[config.mk]
export PLATFORM = sky130hd
export DESIGN_NAME = tile_seq
export DESIGN_NICKNAME = d
export VERILOG_FILES = /design/src/rtl/tile_seq.sv
export SDC_FILE = /design/constraint.sdc
export NUM_CORES = 1
export LEC_CHECK = 0
export ABC_AREA = 0
export CAP_MARGIN = 20
export CORE_UTILIZATION = 47
export DETAILED_ROUTE_END_ITERATION = 8
export PLACE_DENSITY_LB_ADDON = 0.3
export SETUP_SLACK_MARGIN = 0.05
export SYNTH_ARGS = -nofsm -noshare
export SYNTH_HDL_FRONTEND = slang
export SYNTH_SLANG_ARGS = --single-unit
[constraint.sdc]
create_clock -name clk -period 5.2 [get_ports clk]
set_input_delay 1.3 -clock clk [delete_from_list [all_inputs] [get_ports clk]]
set_output_delay 1.3 -clock clk [all_outputs]
set_load 0.02 [all_outputs]
[src/rtl/tile_seq.sv]
// tile_seq - batch/epoch sequencer for the neural-network tile.
//
// Walks cfg_num_images images for cfg_epochs passes. For each image it fetches
// the image and label, launches the tile in inference or training mode, waits
// for completion and scores the result with a sequential argmax. A per-epoch
// correct count is reported on epoch_valid and the run ends with run_done.
//
// Ports:
//   clk, rst            clock, synchronous active-high reset
//   start, abort        run request (idle only) / stop run
//   cfg_*               run configuration, captured with start
//   img_req/img_idx     image fetch request and index
//   img_valid/img_label image present on the tile bus, with its label
//   tile_start_fp/_bp   one-cycle launch, inference / training
//   tile_label          label of the image in flight
//   tile_done/result    tile completion and its OUTPUT_SZ signed outputs
//   busy                sequencer not idle
//   epoch_valid/correct end-of-epoch pulse and that epoch's correct count
//   cur_epoch           epoch being processed
//   run_done            all epochs finished
//
// state    | meaning
// S_IDLE   | waiting for start
// S_FETCH  | img_req high, waiting for img_valid
// S_LAUNCH | one-cycle tile launch pulse
// S_WAIT   | waiting for tile_done
// S_SCORE  | argmax walk, one element per cycle
// S_NEXT   | advance image / epoch, epoch_valid at epoch end
// S_FINISH | two cycles; run_done in the second

module tile_seq #(
    parameter int OUTPUT_SZ = 10,
    parameter int IDX_W     = 16
) (
    input  logic                    clk,
    input  logic                    rst,
    input  logic                    start,
    input  logic                    abort,
    input  logic                    cfg_train,
    input  logic [IDX_W-1:0]        cfg_num_images,
    input  logic [7:0]              cfg_epochs,
    output logic                    img_req,
    output logic [IDX_W-1:0]        img_idx,
    input  logic                    img_valid,
    input  logic [7:0]              img_label,
    output logic                    tile_start_fp,
    output logic                    tile_start_bp,
    output logic [7:0]              tile_label,
    input  logic                    tile_done,
    input  logic [OUTPUT_SZ*32-1:0] tile_result,
    output logic                    busy,
    output logic                    epoch_valid,
    output logic [IDX_W-1:0]        epoch_correct,
    output logic [7:0]              cur_epoch,
    output logic                    run_done
);

    localparam int K_W = (OUTPUT_SZ > 1) ? $clog2(OUTPUT_SZ) : 1;
    localparam logic [K_W-1:0] LAST_K = K_W'(OUTPUT_SZ - 1);

    typedef enum logic [2:0] {
        S_IDLE, S_FETCH, S_LAUNCH, S_WAIT, S_SCORE, S_NEXT, S_FINISH
    } state_t;

    state_t             state_q, state_d;
    logic               fin_q, fin_d;
    logic               cfg_train_q, cfg_train_d;
    logic [IDX_W-1:0]   cfg_num_q, cfg_num_d;
    logic [7:0]         cfg_epochs_q, cfg_epochs_d;
    logic [IDX_W-1:0]   img_idx_q, img_idx_d;
    logic [7:0]         cur_epoch_q, cur_epoch_d;
    logic [IDX_W-1:0]   acc_q, acc_d;
    logic [IDX_W-1:0]   epoch_correct_q, epoch_correct_d;
    logic [7:0]         tile_label_q, tile_label_d;
    logic signed [31:0] res_q [OUTPUT_SZ];
    logic signed [31:0] res_d [OUTPUT_SZ];
    logic signed [31:0] best_val_q, best_val_d;
    logic [K_W-1:0]     best_idx_q, best_idx_d;
    logic [K_W-1:0]     k_q, k_d;

    logic               last_img;
    logic               last_epoch;
    logic signed [31:0] cand;
    logic               better;
    logic [K_W-1:0]     new_idx;

    assign last_img   = (img_idx_q >= cfg_num_q - IDX_W'(1));
    assign last_epoch = (cur_epoch_q >= cfg_epochs_q - 8'd1);
    assign cand       = res_q[k_q];
    // strict compare keeps the lowest index on ties
    assign better     = (cand > best_val_q);
    assign new_idx    = better ? k_q : best_idx_q;

    always_comb begin
        state_d         = state_q;
        fin_d           = 1'b0;
        cfg_train_d     = cfg_train_q;
        cfg_num_d       = cfg_num_q;
        cfg_epochs_d    = cfg_epochs_q;
        img_idx_d       = img_idx_q;
        cur_epoch_d     = cur_epoch_q;
        acc_d           = acc_q;
        epoch_correct_d = epoch_correct_q;
        tile_label_d    = tile_label_q;
        res_d           = res_q;
        best_val_d      = best_val_q;
        best_idx_d      = best_idx_q;
        k_d             = k_q;

        if (abort) begin
            state_d = S_IDLE;
        end else begin
            case (state_q)
                S_IDLE: begin
                    if (start) begin
                        cfg_train_d  = cfg_train;
                        cfg_num_d    = cfg_num_images;
                        cfg_epochs_d = cfg_epochs;
                        img_idx_d    = '0;
                        cur_epoch_d  = '0;
                        acc_d        = '0;
                        if (cfg_num_images == '0 || cfg_epochs == 8'd0) begin
                            state_d = S_FINISH;
                        end else begin
                            state_d = S_FETCH;
                        end
                    end
                end
                S_FETCH: begin
                    if (img_valid) begin
                        tile_label_d = img_label;
                        state_d      = S_LAUNCH;
                    end
                end
                S_LAUNCH: begin
                    state_d = S_WAIT;
                end
                S_WAIT: begin
                    if (tile_done) begin
                        for (int i = 0; i < OUTPUT_SZ; i++) begin
                            res_d[i] = tile_result[i*32 +: 32];
                        end
                        best_val_d = tile_result[31:0];
                        best_idx_d = '0;
                        k_d        = K_W'(1);
                        state_d    = S_SCORE;
                    end
                end
                S_SCORE: begin
                    if (better) begin
                        best_val_d = cand;
                        best_idx_d = k_q;
                    end
                    k_d = k_q + K_W'(1);
                    if (k_q == LAST_K) begin
                        if (8'(new_idx) == tile_label_q && acc_q != '1) begin
                            acc_d = acc_q + IDX_W'(1);
                        end
                        state_d = S_NEXT;
                    end
                end
                S_NEXT: begin
                    if (!last_img) begin
                        img_idx_d = img_idx_q + IDX_W'(1);
                        state_d   = S_FETCH;
                    end else begin
                        epoch_correct_d = acc_q;
                        acc_d           = '0;
                        img_idx_d       = '0;
                        if (!last_epoch) begin
                            cur_epoch_d = cur_epoch_q + 8'd1;
                            state_d     = S_FETCH;
                        end else begin
                            state_d = S_FINISH;
                        end
                    end
                end
                S_FINISH: begin
                    // first cycle arms, second cycle pulses run_done
                    if (fin_q) begin
                        state_d = S_IDLE;
                    end else begin
                        fin_d = 1'b1;
                    end
                end
                default: state_d = S_IDLE;
            endcase
        end
    end

    always_ff @(posedge clk) begin
        if (rst) begin
            state_q         <= S_IDLE;
            fin_q           <= 1'b0;
            cfg_train_q     <= 1'b0;
            cfg_num_q       <= '0;
            cfg_epochs_q    <= '0;
            img_idx_q       <= '0;
            cur_epoch_q     <= '0;
            acc_q           <= '0;
            epoch_correct_q <= '0;
            tile_label_q    <= '0;
            for (int i = 0; i < OUTPUT_SZ; i++) begin
                res_q[i] <= '0;
            end
            best_val_q      <= '0;
            best_idx_q      <= '0;
            k_q             <= '0;
        end else begin
            state_q         <= state_d;
            fin_q           <= fin_d;
            cfg_train_q     <= cfg_train_d;
            cfg_num_q       <= cfg_num_d;
            cfg_epochs_q    <= cfg_epochs_d;
            img_idx_q       <= img_idx_d;
            cur_epoch_q     <= cur_epoch_d;
            acc_q           <= acc_d;
            epoch_correct_q <= epoch_correct_d;
            tile_label_q    <= tile_label_d;
            res_q           <= res_d;
            best_val_q      <= best_val_d;
            best_idx_q      <= best_idx_d;
            k_q             <= k_d;
        end
    end

    assign img_req       = (state_q == S_FETCH);
    assign img_idx       = img_idx_q;
    assign tile_start_fp = (state_q == S_LAUNCH) && !cfg_train_q;
    assign tile_start_bp = (state_q == S_LAUNCH) && cfg_train_q;
    assign tile_label    = tile_label_q;
    assign busy          = (state_q != S_IDLE);
    assign epoch_valid   = (state_q == S_NEXT) && last_img;
    // the finished count is shown in the pulse cycle itself, then held
    assign epoch_correct = epoch_valid ? acc_q : epoch_correct_q;
    assign cur_epoch     = cur_epoch_q;
    assign run_done      = (state_q == S_FINISH) && fin_q;

endmodule

==> flow_summary.ini, run 1 <==
[routing]
viasPerCell = 5.58
dr.pass1.iters = 7
drtAntennaViolNets = 0
vias = 20300
drcViolationCount = 0
first_iter_violations = 1678
wl_per_cell_um = 19.2
drt_wl_total_mm = 69.9

[grt]
grt_start_max_net_pins = 155
grt_pass1_vias = 19700
grt_overflow = 0
track_usage = 0.294
antenna_found_initial = 19
grt_pass1_wl_mm = 107

[synthesis]
async_flop_share = 0
synth_top_cell_by_area = dfxtp_1
synthTopCellsByCount = nand2_1 (816), dfxtp_1 (453), a21oi_1 (423)
synth_most_common_cell = nand2_1
ys_top_cells_by_area = dfxtp_1 (42%), nand2_1 (14%), a21oi_1 (9.9%), mux4_2 (6.8%), ha_1 (3.7%)
synth_edf_count = 0
synth_ff_type = dfxtp_1
yosysWarnings = 0
syn_area_sq_um = 21300
synth.top_cell.area_share = 0.425
ys_types = 69
syn_inst = 2647
syn_area_per_cell_sq_um = 8.06
synth-seq-cells = 453
synth_fp_nets = 3069
ys_seq_area_frac = 0.425

[flow_run]
cap_violations = 0

[clocking]
cts_max_level = 2
clockBufferDepth = 3
clkSinkCount = 453
numCtsBuffers = 49
root_buffer = clkbuf_16
tritoncts = built
ctsHoldBuffers = 0
clkLatencyLatePin_ns = 0.63
clk_pin_slew_worst_paths_ns = 0.06

[worst_setup_path]
cpPeakStageDelay_ns = 0.34
criticalPathCategory = reg2out
crit_start = cfg_num_q[2]$_SDFFE_PP0P_
cp_data_arrival_time_ns = 4.07
cp.required_ns = 3.90
crit_chain = nor3_4 > nand2b_1 > nor4_2 > nand2_1 > or2_4 > nor4_4 > xnor2_1 > ha_1 > a21o_1 > a21o_1 > a21oi_2 > nand2_2 > a211o_1 > nand3_4 > buf_12 > buf_16 > mux2_4 > buf_6
worstPathMaxFanout = 4
cp-end-kind = primary output
r2r_start = k_q[0]$_SDFFE_PP0P_
startpoint_type = flop
cp_common_cell = a21o_1
slowest_stage = dfxtp_2

[power]
p_leak_nw = 9.78
p_per_area_nw_per_um2 = 273
max-vdd-ir-drop_mv = 0.223

[place]
gp_congestion = 0.916
io_buffers = 412
dp_hpwl_mm = 51.1

[min_path]
hp-start = best_val_q[5]$_SDFFE_PP0P_
hp-class = reg2reg

[sta]
tightest_slew_ns = 0.990
finalCritPeriodShare = 1.03
maxSlewViolCount = 0
relSlewSlack = 0.340
setup-tns-final_ns = -1.85
hold_ws_ns = 0.449
finalCriticalPeriod_ns = 5.37
setup_slack_ns = -0.171
rsz0062_at_grt = true
finalSetupViolations = 16
hold_viol_final = 0
clock_skew_ns = 0.0344
max_freq_mhz = 186

[cells_and_area]
drive_gt1_frac = 0.0984
syn2layout_area_growth_pct = 32.1
final_nets = 3420

[floorplan]
die-width_um = 215
core_area_sq_um = 44500
start_util = 0.479
fp.dieH_um = 215
rows = 77
die-area_sq_um = 46300
ioPinCount = 413

[status]
violations = setup timing
outcome = finished with violations
[cell type report]
type	count	area [sq um]
Timing Repair Buffer	492	4990
Antenna cell	15	37.5
Clock buffer	69	1410
Fill cell	3776	16300
Sequential cell	453	9080
Inverter	56	210
Clock inverter	22	260
Tap cell	592	741
Multi-Input combinational cell	1946	11500
[final timing paths]
path | endpoint | slack [ns] | cells past startpoint
worst min-delay path | best_val_q[5]$_SDFFE_PP0P_ | 0.45 | 2
worst min register to register | best_val_q[5]$_SDFFE_PP0P_ | 0.45 | 2
worst max-delay path | epoch_correct[1] | -0.17 | 18
worst max register to register | acc_q[0]$_SDFFE_PP0P_ | 0.36 | 13
[critical path, delay by kind of cell (launching register included)]
family / cells / cell delay, ns
adder cells (fa/ha/maj): 1 / 0.26
multiplexers: 1 / 0.30
AO/OA/AOI/OAI: 4 / 0.78
buffers and inverters: 3 / 0.37
flip-flops: 1 / 0.34
XOR/XNOR: 1 / 0.16
AND/OR/NAND/NOR: 8 / 1.26
[state kept, by name (all words and copies together) (netlist names)]
signal           flops
best_val_q          32
cfg_epochs_q         8
cur_epoch            8
fin_q                1
cfg_num_q           16
cfg_train_q          1
k_q                  4
acc_q               16
epoch_correct_q     16
state_q              3
tile_label           8
best_idx_q           4
res_q              320
img_idx             16
[through the flow]
step / instance area [sq um] / std cells / worst slack, ns / power [W] / utilization
floorplan: 21300 / 2647 / 0.199 / 0.00377 / -
global placement: 26100 / 3517 / -0.212 / 0.00414 / 0.586
detailed placement: 26100 / 3518 / -0.223 / 0.00415 / 0.586
CTS: 28000 / 3625 / -0.241 / 0.00773 / 0.630
global route: 28200 / 3642 / -0.386 / 0.00792 / 0.633
finish: 28200 / 3645 / -0.171 / 0.00770 / 0.633
[power by group]
group | switching [W] | internal, W | leakage [nW]
clock | 0.00153 | 0.00207 | 0.829
sequential | 0.0000143 | 0.00348 | 3.65
combinational | 0.000255 | 0.000355 | 5.30
total | 0.00180 | 0.00590 | 9.78
[cell families (layout without fill, tap and decap cells)]
kind of cell             count (synthesis)  after routing  share of synthesized area
AO/OA/AOI/OAI                          556            556                      0.145
XOR/XNOR                                42             42                     0.0172
flip-flops                             453            453                      0.425
other                                    0             15                          0
adder cells (fa/ha/maj)                 63             63                     0.0369
buffers and inverters                  248            639                     0.0461
multiplexers                           154            154                      0.111
AND/OR/NAND/NOR                       1131           1131                      0.220
[layout by cell type (no fill, tap or decap), types with 16 or more instances in the layout]
master / n
mux4_2: 64
clkbuf_16: 49
o22ai_1: 34
or3_1: 43
inv_1: 55
nand4_1: 21
nor2_1: 134
nor4_1: 17
o21ai_0: 16
ha_1: 63
xor2_1: 21
nand3_1: 28
mux2i_1: 76
buf_6: 17
nand2_1: 811
nor3_1: 20
xnor2_1: 21
clkdlybuf4s50_1: 394
buf_4: 62
a21oi_1: 422
dfxtp_1: 448
[layer usage]
metal	up-vias	wire [um]	GRT usage
met5	-	80	0
met4	12	3020	0.159
li1	9736	-	-
met2	775	33500	0.483
met1	9661	28400	0.366
met3	155	4990	0.0545
[timing repair]
action	in CTS	in global routing
pin swaps	3	0
setup buffers	13	8
cloned	3	0
gates resized for setup	123	31
endpoints found under the setup margin	17	17
hold endpoints to repair	0	0
No activity file was read; power rests on OpenSTA's default activity.
==> inputs of run 2 (changes only) <==
- CAP_MARGIN: 20 -> 25
==> results of run 2 <==
No change in the layout: final DEF, timing and power equal those of run 1.
==> inputs of run 3 (changes only) <==
- CORE_UTILIZATION: 47 -> 53
- clock period: 5.2 -> 5.7 ns (I/O delays scaled with it)
==> run 3 against run 2 <==
Against the previous run: the run now ends clean; first-iteration DRC count rose by 18%; clock skew shrank 0.017 ns; power shrank 9.2%; flip-flop and latch count did not move; clock-buffer cell count fell by 1.
==> flow_summary.ini, run 3 (synthesis gave the netlist of run 1 again) <==
[status]
outcome = complete, no violations

[cells_and_area]
final_nets = 3401
stdcell_area_sq_um = 27800
drive_gt1_frac = 0.0922
largest_registers = res_q x320, best_val_q x32
top_register = res_q
final_cells = 3565
syn2layout_area_growth_pct = 30.5
final_common_cell = nand2_1
largest_reg_flops = 320
final_cell_mix = nand2_1 (815), dfxtp_1 (447), a21oi_1 (422), clkdlybuf4s50_1 (394), nor2_1 (134)

[place]
place_area_sq_um = 25700
dp_hpwl_mm = 47.8
dp_cells = 3422
io_buffers = 412
gp_congestion = 0.929
dp_slack_ns = 0.00668

[flow_run]
cap_violations = 0

[floorplan]
rows = 73
core_area_sq_um = 39700
start_util = 0.537
fp.dieH_um = 203
die-area_sq_um = 41100
die-width_um = 203
ioPinCount = 413

[worst_setup_path]
cp_common_cell = a21o_1
cp_top_family = simple AND/OR/NAND/NOR gates
cp_data_arrival_time_ns = 4.11
slowest_stage = dfxtp_4
cpPeakStageDelay_ns = 0.36
critPathBufInv = 2
startpoint_type = flop
cp.required_ns = 4.28
criticalPathCategory = reg2out
worstPathMaxFanout = 5
crit_chain = nor3_4 > nand2b_1 > nor4_2 > nand2_1 > or2_4 > nor4_4 > xnor2_1 > ha_1 > a21o_1 > a21o_1 > a21oi_2 > nand2_2 > a211o_1 > nand3_4 > clkbuf_16 > mux2_4 > buf_6
cp-end-kind = primary output

[grt]
grt_pass1_vias = 19200
antenna_found_initial = 23
grt_start_max_net_pins = 209
grt_pass1_wl_mm = 103
grt_overflow = 0
track_usage = 0.319

[sta]
hold_viol_final = 0
finalSetupViolations = 0
clock_skew_ns = 0.0171
finalCritPeriodShare = 0.971
rsz0062_at_grt = true
hold_ws_ns = 0.452
max_freq_mhz = 181
setup_slack_ns = 0.163
maxSlewViolCount = 0
tightest_slew_ns = 1.01
relSlewSlack = 0.324
finalCriticalPeriod_ns = 5.54

[clocking]
clockBufferDepth = 3
numCtsBuffers = 47
clkSinkCount = 453
tritoncts = built
clkLatencyLatePin_ns = 0.58
clk_pin_slew_worst_paths_ns = 0.06
cts_max_level = 2
root_buffer = clkbuf_16

[power]
power_w = 0.00699
p_per_area_nw_per_um2 = 251
p_leak_nw = 9.68
max-vdd-ir-drop_mv = 0.217

[routing]
drt_wl_total_mm = 67.1
drtAntennaViolNets = 0
vias = 20300
drcViolationCount = 0
dr.pass1.iters = 7
wl_per_cell_um = 18.8
viasPerCell = 5.69
first_iter_violations = 1983

[min_path]
hp-class = reg2reg
run 3: worst paths after layout:
kind	from	end	slack (ns)	cells after the start
worst max-delay path	cfg_num_q[2]$_SDFFE_PP0P_	epoch_correct[4]	0.16	17
worst min-delay path	res_q[35]$_SDFFE_PP0P_	res_q[35]$_SDFFE_PP0P_	0.45	2
worst max register to register	cfg_num_q[2]$_SDFFE_PP0P_	acc_q[6]$_SDFFE_PP0P_	0.31	32
worst min register to register	res_q[35]$_SDFFE_PP0P_	res_q[35]$_SDFFE_PP0P_	0.45	2
run 3: worst register-to-register path: cells and delay by family, from the launching register on:
family,cells,cell delay (ns)
muxes,1,0.31
xor gates and xnor gates,1,0.16
adders and majority gates,1,0.27
buffers and inverters,15,1.83
and+or+nand+nor,9,1.36
AOI/OAI and AO/OA,5,0.98
DFF,1,0.36
run 3: power breakdown:
group / switching [W] / internal [W] / leakage (nW)
Clock: 0.00130 / 0.00196 / 0.828
Combinational: 0.000223 / 0.000312 / 5.20
Sequential: 0.0000158 / 0.00318 / 3.65
Total: 0.00154 / 0.00545 / 9.68
run 3: what timing repair did:
action	CTS	global route
resized for setup	68	53
hold buffers	0	0
pin swaps	9	14
setup endpoints to repair	17	45
setup buffers	24	7
endpoints found under the hold margin	0	0
cloned	1	1
run 3: cell type report:
class / count / area (sq um)
inverters: 56 / 210
diodes: 24 / 60.1
clock inverters: 18 / 213
clock buffers: 68 / 1460
fillers: 3087 / 11900
flip-flops and latches: 453 / 9080
well taps: 525 / 657
repair buffers: 475 / 4730
multi-input cells: 1946 / 11400
run 3: routing by layer:
metal / GRT usage / vias to the layer above / part of all wire
li1: - / 9705 / -
met1: 0.410 / 9655 / 0.41
met2: 0.517 / 764 / 0.48
met3: 0.0539 / 143 / 0.070
met4: 0.162 / 2 / 0.045
met5: 0 / - / 0.00016
run 3: through the flow:
stage	setup TNS [ns]	util
global route	-0.0435	0.701
detailed placement	0	0.647
finish	0	0.701
global placement	0	0.647
floorplan	0	-
CTS	0	0.694
